## config.mk

```make
export PLATFORM = sky130hd
export DESIGN_NAME = sobel_window_ctrl_flat
export DESIGN_NICKNAME = d
export VERILOG_FILES = /design/src/rtl/sobel_window_ctrl_if.sv /design/src/rtl/sobel_window_ctrl.sv /design/src/flat_wrapper.sv
export SDC_FILE = /design/constraint.sdc
export NUM_CORES = 1
export LEC_CHECK = 0
export CORE_UTILIZATION = 60
export CTS_CLUSTER_DIAMETER = 150
export DETAILED_ROUTE_END_ITERATION = 6
export HOLD_SLACK_MARGIN = 0.12
export PLACE_DENSITY_LB_ADDON = 0.2
export SLEW_MARGIN = 0
export SYNTH_ARGS = -nofsm -noshare
export SYNTH_HDL_FRONTEND = slang
export SYNTH_SLANG_ARGS = --single-unit
```

## constraint.sdc

```tcl
create_clock -name clk -period 3.55 [get_ports clk]
set_clock_uncertainty 0.1 [all_clocks]
set_input_delay 1.065 -clock clk [delete_from_list [all_inputs] [get_ports clk]]
set_output_delay 1.065 -clock clk [all_outputs]
set_load 0.005 [all_outputs]
```

## src/rtl/sobel_window_ctrl_if.sv

```systemverilog
// Bundle of the pixel-source, sobel-engine and edge-writer signals around sobel_window_ctrl.
// master = the controller side, slave = the surrounding environment.
interface sobel_window_ctrl_if;
   logic                  start;
   logic [7:0]            pixel_in;
   logic                  pixel_valid;
   logic                  pixel_ready;
   logic [2:0][2:0][7:0]  comp_matrix;
   logic                  sobel_en;
   logic                  output_pixel;
   logic                  sobel_done;
   logic [7:0]            edge_byte;
   logic                  edge_valid;
   logic                  edge_ready;
   logic                  busy;
   logic                  frame_done;

   modport master (
      input  start, pixel_in, pixel_valid, output_pixel, sobel_done, edge_ready,
      output pixel_ready, comp_matrix, sobel_en, edge_byte, edge_valid, busy, frame_done
   );

   modport slave (
      output start, pixel_in, pixel_valid, output_pixel, sobel_done, edge_ready,
      input  pixel_ready, comp_matrix, sobel_en, edge_byte, edge_valid, busy, frame_done
   );
endinterface

```

## src/rtl/sobel_window_ctrl.sv

```systemverilog
// Frame sequencer for the combinational sobel engine: line buffers, 3x3 window,
// edge-bit packing into bytes with a single holding register and backpressure.
//
//  state   | meaning
//  S_IDLE  | waiting for start
//  S_FILL  | accepting pixels, no complete window yet
//  S_RUN   | accepting pixels, windows being presented
//  S_FLUSH | last pixel taken; drain in-flight bit, emit partial byte, wait for handshake
//  S_DONE  | one-cycle frame_done pulse
module sobel_window_ctrl #(
   parameter int IMG_W = 16,
   parameter int IMG_H = 16
) (
   input  logic                clk,
   input  logic                n_rst,
   sobel_window_ctrl_if.master bus
);
   localparam int CW = $clog2(IMG_W);
   localparam int RW = $clog2(IMG_H);
   localparam logic [CW-1:0] COL_LAST = CW'(IMG_W - 1);
   localparam logic [RW-1:0] ROW_LAST = RW'(IMG_H - 1);

   typedef enum logic [2:0] {
      S_IDLE  = 3'd0,
      S_FILL  = 3'd1,
      S_RUN   = 3'd2,
      S_FLUSH = 3'd3,
      S_DONE  = 3'd4
   } state_t;

   state_t               state_q, state_d;
   logic [CW-1:0]        col_q, col_d;
   logic [RW-1:0]        row_q, row_d;
   logic [7:0]           lb0_q [IMG_W];
   logic [7:0]           lb0_d [IMG_W];
   logic [7:0]           lb1_q [IMG_W];
   logic [7:0]           lb1_d [IMG_W];
   logic [2:0][2:0][7:0] win_q, win_d;
   logic                 sen_q, sen_d;
   logic [2:0]           bit_cnt_q, bit_cnt_d;
   logic [7:0]           bits_q, bits_d;
   logic [7:0]           ebyte_q, ebyte_d;
   logic                 evalid_q, evalid_d;

   logic                 pixel_ready;
   logic                 accept;
   logic                 last_pix;
   logic                 win_done;
   logic                 byte_taken;
   logic                 flush_load;
   logic [7:0]           bits_new;
   logic                 unused_sobel_done;

   // The engine is single-cycle, so its done flag carries no extra information.
   assign unused_sobel_done = bus.sobel_done;

   always_comb begin
      pixel_ready = ((state_q == S_FILL) || (state_q == S_RUN)) && !(evalid_q && !bus.edge_ready);
      accept      = bus.pixel_valid && pixel_ready;
      last_pix    = (col_q == COL_LAST) && (row_q == ROW_LAST);
      win_done    = accept && (row_q >= RW'(2)) && (col_q >= CW'(2));
      byte_taken  = evalid_q && bus.edge_ready;
      flush_load  = (state_q == S_FLUSH) && !sen_q && (bit_cnt_q != 3'd0) &&
                    (!evalid_q || bus.edge_ready);
      bits_new    = bits_q;
      bits_new[bit_cnt_q] = bus.output_pixel;
   end

   always_comb begin
      state_d = state_q;
      unique case (state_q)
         S_IDLE:  if (bus.start) state_d = S_FILL;
         S_FILL: begin
            if (accept && last_pix) state_d = S_FLUSH;
            else if (win_done)      state_d = S_RUN;
         end
         S_RUN:   if (accept && last_pix) state_d = S_FLUSH;
         S_FLUSH: if (!sen_q && (bit_cnt_q == 3'd0) && (!evalid_q || bus.edge_ready))
                     state_d = S_DONE;
         S_DONE:  state_d = S_IDLE;
         default: state_d = S_IDLE;
      endcase
   end

   always_comb begin
      col_d     = col_q;
      row_d     = row_q;
      lb0_d     = lb0_q;
      lb1_d     = lb1_q;
      win_d     = win_q;
      sen_d     = win_done;
      bit_cnt_d = bit_cnt_q;
      bits_d    = bits_q;
      ebyte_d   = ebyte_q;
      evalid_d  = evalid_q;

      if ((state_q == S_IDLE) && bus.start) begin
         col_d     = '0;
         row_d     = '0;
         bit_cnt_d = '0;
         bits_d    = '0;
      end

      if (accept) begin
         lb0_d[col_q] = lb1_q[col_q];
         lb1_d[col_q] = bus.pixel_in;
         for (int i = 0; i < 3; i++) begin
            win_d[i][0] = win_q[i][1];
            win_d[i][1] = win_q[i][2];
         end
         win_d[0][2] = lb0_q[col_q];
         win_d[1][2] = lb1_q[col_q];
         win_d[2][2] = bus.pixel_in;
         if (col_q == COL_LAST) begin
            col_d = '0;
            row_d = (row_q == ROW_LAST) ? '0 : row_q + 1'b1;
         end else begin
            col_d = col_q + 1'b1;
         end
      end

      if (byte_taken) evalid_d = 1'b0;

      // Backpressure keeps accepts stalled while a byte waits, so a new full
      // byte can only land when the holding register is empty or being taken.
      if (sen_q) begin
         if (bit_cnt_q == 3'd7) begin
            ebyte_d   = bits_new;
            evalid_d  = 1'b1;
            bits_d    = '0;
            bit_cnt_d = '0;
         end else begin
            bits_d    = bits_new;
            bit_cnt_d = bit_cnt_q + 3'd1;
         end
      end else if (flush_load) begin
         ebyte_d   = bits_q;
         evalid_d  = 1'b1;
         bits_d    = '0;
         bit_cnt_d = '0;
      end
   end

   always_ff @(posedge clk or negedge n_rst) begin
      if (!n_rst) begin
         state_q   <= S_IDLE;
         col_q     <= '0;
         row_q     <= '0;
         win_q     <= '0;
         sen_q     <= 1'b0;
         bit_cnt_q <= '0;
         bits_q    <= '0;
         ebyte_q   <= '0;
         evalid_q  <= 1'b0;
         for (int i = 0; i < IMG_W; i++) begin
            lb0_q[i] <= '0;
            lb1_q[i] <= '0;
         end
      end else begin
         state_q   <= state_d;
         col_q     <= col_d;
         row_q     <= row_d;
         win_q     <= win_d;
         sen_q     <= sen_d;
         bit_cnt_q <= bit_cnt_d;
         bits_q    <= bits_d;
         ebyte_q   <= ebyte_d;
         evalid_q  <= evalid_d;
         lb0_q     <= lb0_d;
         lb1_q     <= lb1_d;
      end
   end

   assign bus.pixel_ready = pixel_ready;
   assign bus.comp_matrix = win_q;
   assign bus.sobel_en    = sen_q;
   assign bus.edge_byte   = ebyte_q;
   assign bus.edge_valid  = evalid_q;
   assign bus.busy        = (state_q != S_IDLE);
   assign bus.frame_done  = (state_q == S_DONE);
endmodule
```

## src/flat_wrapper.sv

```systemverilog
// flat-port wrapper written by rule: the top's interface ports become plain ports
module sobel_window_ctrl_flat 
#(
   parameter int IMG_W = 16,
   parameter int IMG_H = 16
)
  (clk, n_rst, bus_start, bus_pixel_in, bus_pixel_valid, bus_output_pixel, bus_sobel_done, bus_edge_ready, bus_pixel_ready, bus_comp_matrix, bus_sobel_en, bus_edge_byte, bus_edge_valid, bus_busy, bus_frame_done);
  sobel_window_ctrl_if bus_i ();
  input  logic clk;
  input  logic n_rst;
  input wire logic [$bits(bus_i.start)-1:0] bus_start;
  input wire logic [$bits(bus_i.pixel_in)-1:0] bus_pixel_in;
  input wire logic [$bits(bus_i.pixel_valid)-1:0] bus_pixel_valid;
  input wire logic [$bits(bus_i.output_pixel)-1:0] bus_output_pixel;
  input wire logic [$bits(bus_i.sobel_done)-1:0] bus_sobel_done;
  input wire logic [$bits(bus_i.edge_ready)-1:0] bus_edge_ready;
  output wire logic [$bits(bus_i.pixel_ready)-1:0] bus_pixel_ready;
  output wire logic [$bits(bus_i.comp_matrix)-1:0] bus_comp_matrix;
  output wire logic [$bits(bus_i.sobel_en)-1:0] bus_sobel_en;
  output wire logic [$bits(bus_i.edge_byte)-1:0] bus_edge_byte;
  output wire logic [$bits(bus_i.edge_valid)-1:0] bus_edge_valid;
  output wire logic [$bits(bus_i.busy)-1:0] bus_busy;
  output wire logic [$bits(bus_i.frame_done)-1:0] bus_frame_done;
  assign bus_i.start = bus_start;
  assign bus_i.pixel_in = bus_pixel_in;
  assign bus_i.pixel_valid = bus_pixel_valid;
  assign bus_i.output_pixel = bus_output_pixel;
  assign bus_i.sobel_done = bus_sobel_done;
  assign bus_i.edge_ready = bus_edge_ready;
  assign bus_pixel_ready = bus_i.pixel_ready;
  assign bus_comp_matrix = bus_i.comp_matrix;
  assign bus_sobel_en = bus_i.sobel_en;
  assign bus_edge_byte = bus_i.edge_byte;
  assign bus_edge_valid = bus_i.edge_valid;
  assign bus_busy = bus_i.busy;
  assign bus_frame_done = bus_i.frame_done;
  sobel_window_ctrl #(.IMG_W(IMG_W), .IMG_H(IMG_H)) u_core (.clk(clk), .n_rst(n_rst), .bus(bus_i));
endmodule
```

==> results_dict.tcl <==
set metrics [dict create \
    ys_seq_area_share_pct 54.5 \
    final_net_count 1428 \
    via_per_inst 6.14 \
    drc 0 \
    powerDensity_mw_per_mm2 859 \
    drt_wl_total_um 37900 \
    p_leak_uw 0.00902 \
    dieWidth_um 168 \
    drive_gt1_share_pct 24.1 \
    maxCapViolations 0 \
    synth_top_area_share_pct 54.5 \
    worstPathArrival_ns 2.33 \
    ys_types 56 \
    vias 10900 \
    grt_pass1_wl_um 61300 \
    slowest_delay_ns 0.51 \
    timing.rr.end "u_core.lb1_q[87]" \
    synth_area_leaders "dfrtp_1, mux2_2, mux2i_1, mux4_2, nand2_1" \
    cts.sinks 360 \
    fp-row-count 60 \
    clock_path_buffers 3 \
    critPathBufInv 2 \
    path_clk_slew_ns 0.05 \
    syn-num-nets 1342 \
    grt_usage_pct 27.9 \
    synth_area_mm2 0.0165 \
    boundaryPins 100 \
    required_ns 2.38 \
    initial_core_util_pct 61.2 \
    ant_nets 0 \
    slew_headroom_pct 49.5 \
    setup_violations 0 \
    finalSetupTns_ns 0 \
    die_area_mm2 0.0282 \
    cts-htree-levels 2 \
    grt-ovfl-total 0 \
    async_flop_share_pct 100 \
    first_iter_violations 971 \
    timing.rr.start "u_core.col_q[1]" \
    reg2regPathDepth 4 \
    postCtsResizedCells 0 \
    slew_viol_final 0 \
    cts_hold_buffers 0 \
    design.core.area_mm2 0.0270 \
    path_delay_family "buffers and inverters" \
    hold_viol 0 \
    holdCritPathClass "flop to flop" \
    path_cells "clkdlybuf4s50_1, nand2b_1, and3_1, clkdlybuf4s50_1" \
    synth_flop_cell "dfrtp_1" \
    ir_drop_uv 491 \
    worstMarginPinSlew_ns 0.756 \
    dpl.hpwl_um 24000 \
    worstHoldStart "u_core.bus.comp_matrix[53]" \
    hold_slack_ns 0.369 \
    synthCells 1318 \
    routabilityCongestion 0.828 \
    ys_ff_latch 360 \
    fp.dieH_um 168 \
    criticalPathCategory "input pin to output pin" \
    cpMaxStageDelayCell "clkdlybuf4s50_1" \
    synth_warnings 0 \
    start_kind "input pin" \
    grt_pass1_vias 11200 \
    endpoint_kind "output pin" \
    hold_path_depth 2 \
    hold_path_end "u_core.bus.comp_matrix[53]" \
    cts_root_buffer "clkbuf_16" \
    cpMostUsedCell "clkdlybuf4s50_1" \
    grt_max_degree 91 \
    synth_enable_flop_cells 0 \
    cts_setup_buffers 0 \
    dr.pass1.iters 7 \
    port_buffers 98 \
    crit_fanout 2 \
    avgSynthCellArea_um2 12.5 \
    tritoncts "done" \
    numCtsBuffers 39 \
    area_delta_synth_final_pct 15.7 \
    fmax_ghz 0.286 \
    rsz0062_at_grt "no" \
    insertion_delay_ns 0.52 \
    antenna_found_initial 0 \
    status "finished clean" \
    synth_area_leader_cell "dfrtp_1" \
    wl_per_cell_um 21.4 \
    final.min_clock_period_ns 3.50 \
    finalCritPeriodShare_pct 98.5 \
    r2r_setup_slack_ns 0.80 \
]
report_power, final:
group,total [uW],leakage (uW),internal [uW],switching (uW)
sequential,6740,0.00450,5680,1060
combinational,5820,0.00392,2990,2820
clock,3870,0.000595,2320,1550
flip-flops by register name (all words and copies together) (netlist names):
name and cells:
u_core.lb0_q 128, u_core.lb1_q 128, u_core.bus.comp_matrix 72, u_core.bits_q 8, u_core.bus.edge_byte 8, u_core.col_q 4, u_core.row_q 4, u_core.bit_cnt_q 3
u_core.state_q 3, u_core.bus.edge_valid 1, u_core.bus.sobel_en 1
worst max path at each step:
stage / endpoint / start / slack [ns] / depth (start not counted)
2_1_floorplan: u_core.lb1_q[93] / u_core.col_q[1] / 0.83 / 11
3_3_place_gp: bus_pixel_ready / bus_edge_ready / 0.05 / 4
3_5_place_dp: bus_pixel_ready / bus_edge_ready / 0.05 / 4
4_1_cts: bus_pixel_ready / bus_edge_ready / 0.04 / 4
5_1_grt: bus_pixel_ready / bus_edge_ready / 0.008 / 4
6_report: bus_pixel_ready / bus_edge_ready / 0.05 / 4
per-stage QoR:
step	utilization [%]	worst slack, ns	cells	power (uW)	instance area, um^2
after floorplan	-	0.834	1318	10300	16500
after global placement	66.2	0.0544	1704	12300	17900
after detailed placement	66.2	0.0521	1704	12500	17900
after CTS	70.7	0.0420	1768	16400	19100
after global routing	70.7	0.00843	1768	17300	19100
final	70.8	0.0516	1769	16400	19100
layout by cell type, fill, tap and decap left out, types with 11 or more instances in the layout:
cell,Yosys,routed
a22oi_1,16,16
a21oi_1,42,42
clkbuf_1,43,11
buf_12,1,15
a31oi_1,32,32
buf_4,23,36
nor2_1,28,27
nand2_1,187,187
a22o_1,18,18
clkbuf_16,0,41
mux2_2,187,187
dfrtp_1,360,358
mux4_2,32,32
mux2i_1,114,114
inv_1,43,43
and3_1,12,12
clkdlybuf4s50_1,0,97
tightest hold or removal path, cell delays in order (launching register included):
cell     delay, ns
dfrtp_1       0.34
nand2_1       0.05
nand2_1       0.05
cells in the mapped netlist, drive strengths merged (16+ instances only):
cell type / instances
dfrtp: 360
buf: 61
a22o: 18
a22oi: 16
nor2: 30
a21oi: 42
mux4: 32
nand2: 187
clkbuf: 43
mux2: 193
a31oi: 32
mux2i: 114
inv: 43
kinds of logic after synthesis:
group	after synthesis	synth area share, %
simple gates	285	8.08
xor+xnor	1	0.0984
compound gates	177	7.36
fa+ha+maj	9	0.681
flops	360	54.5
mux	339	24.5
buf+inv	147	4.75
area by class of cell:
class	count	area [um^2]
Sequential cell	360	9010
Fill cell	1887	7910
Multi-Input combinational cell	811	6740
Timing Repair Buffer	149	1560
Clock buffer	59	1160
Tap cell	341	427
Inverter	43	161
Clock inverter	5	56.3
Antenna cell	1	2.50
layer usage:
layer  global-route usage [%]  wire (um)
met5                        0          0
met4                     7.50        718
met3                     4.87       2140
met2                     44.2      17800
met1                     40.1      17300
No activity file was read; power rests on OpenSTA's default activity.
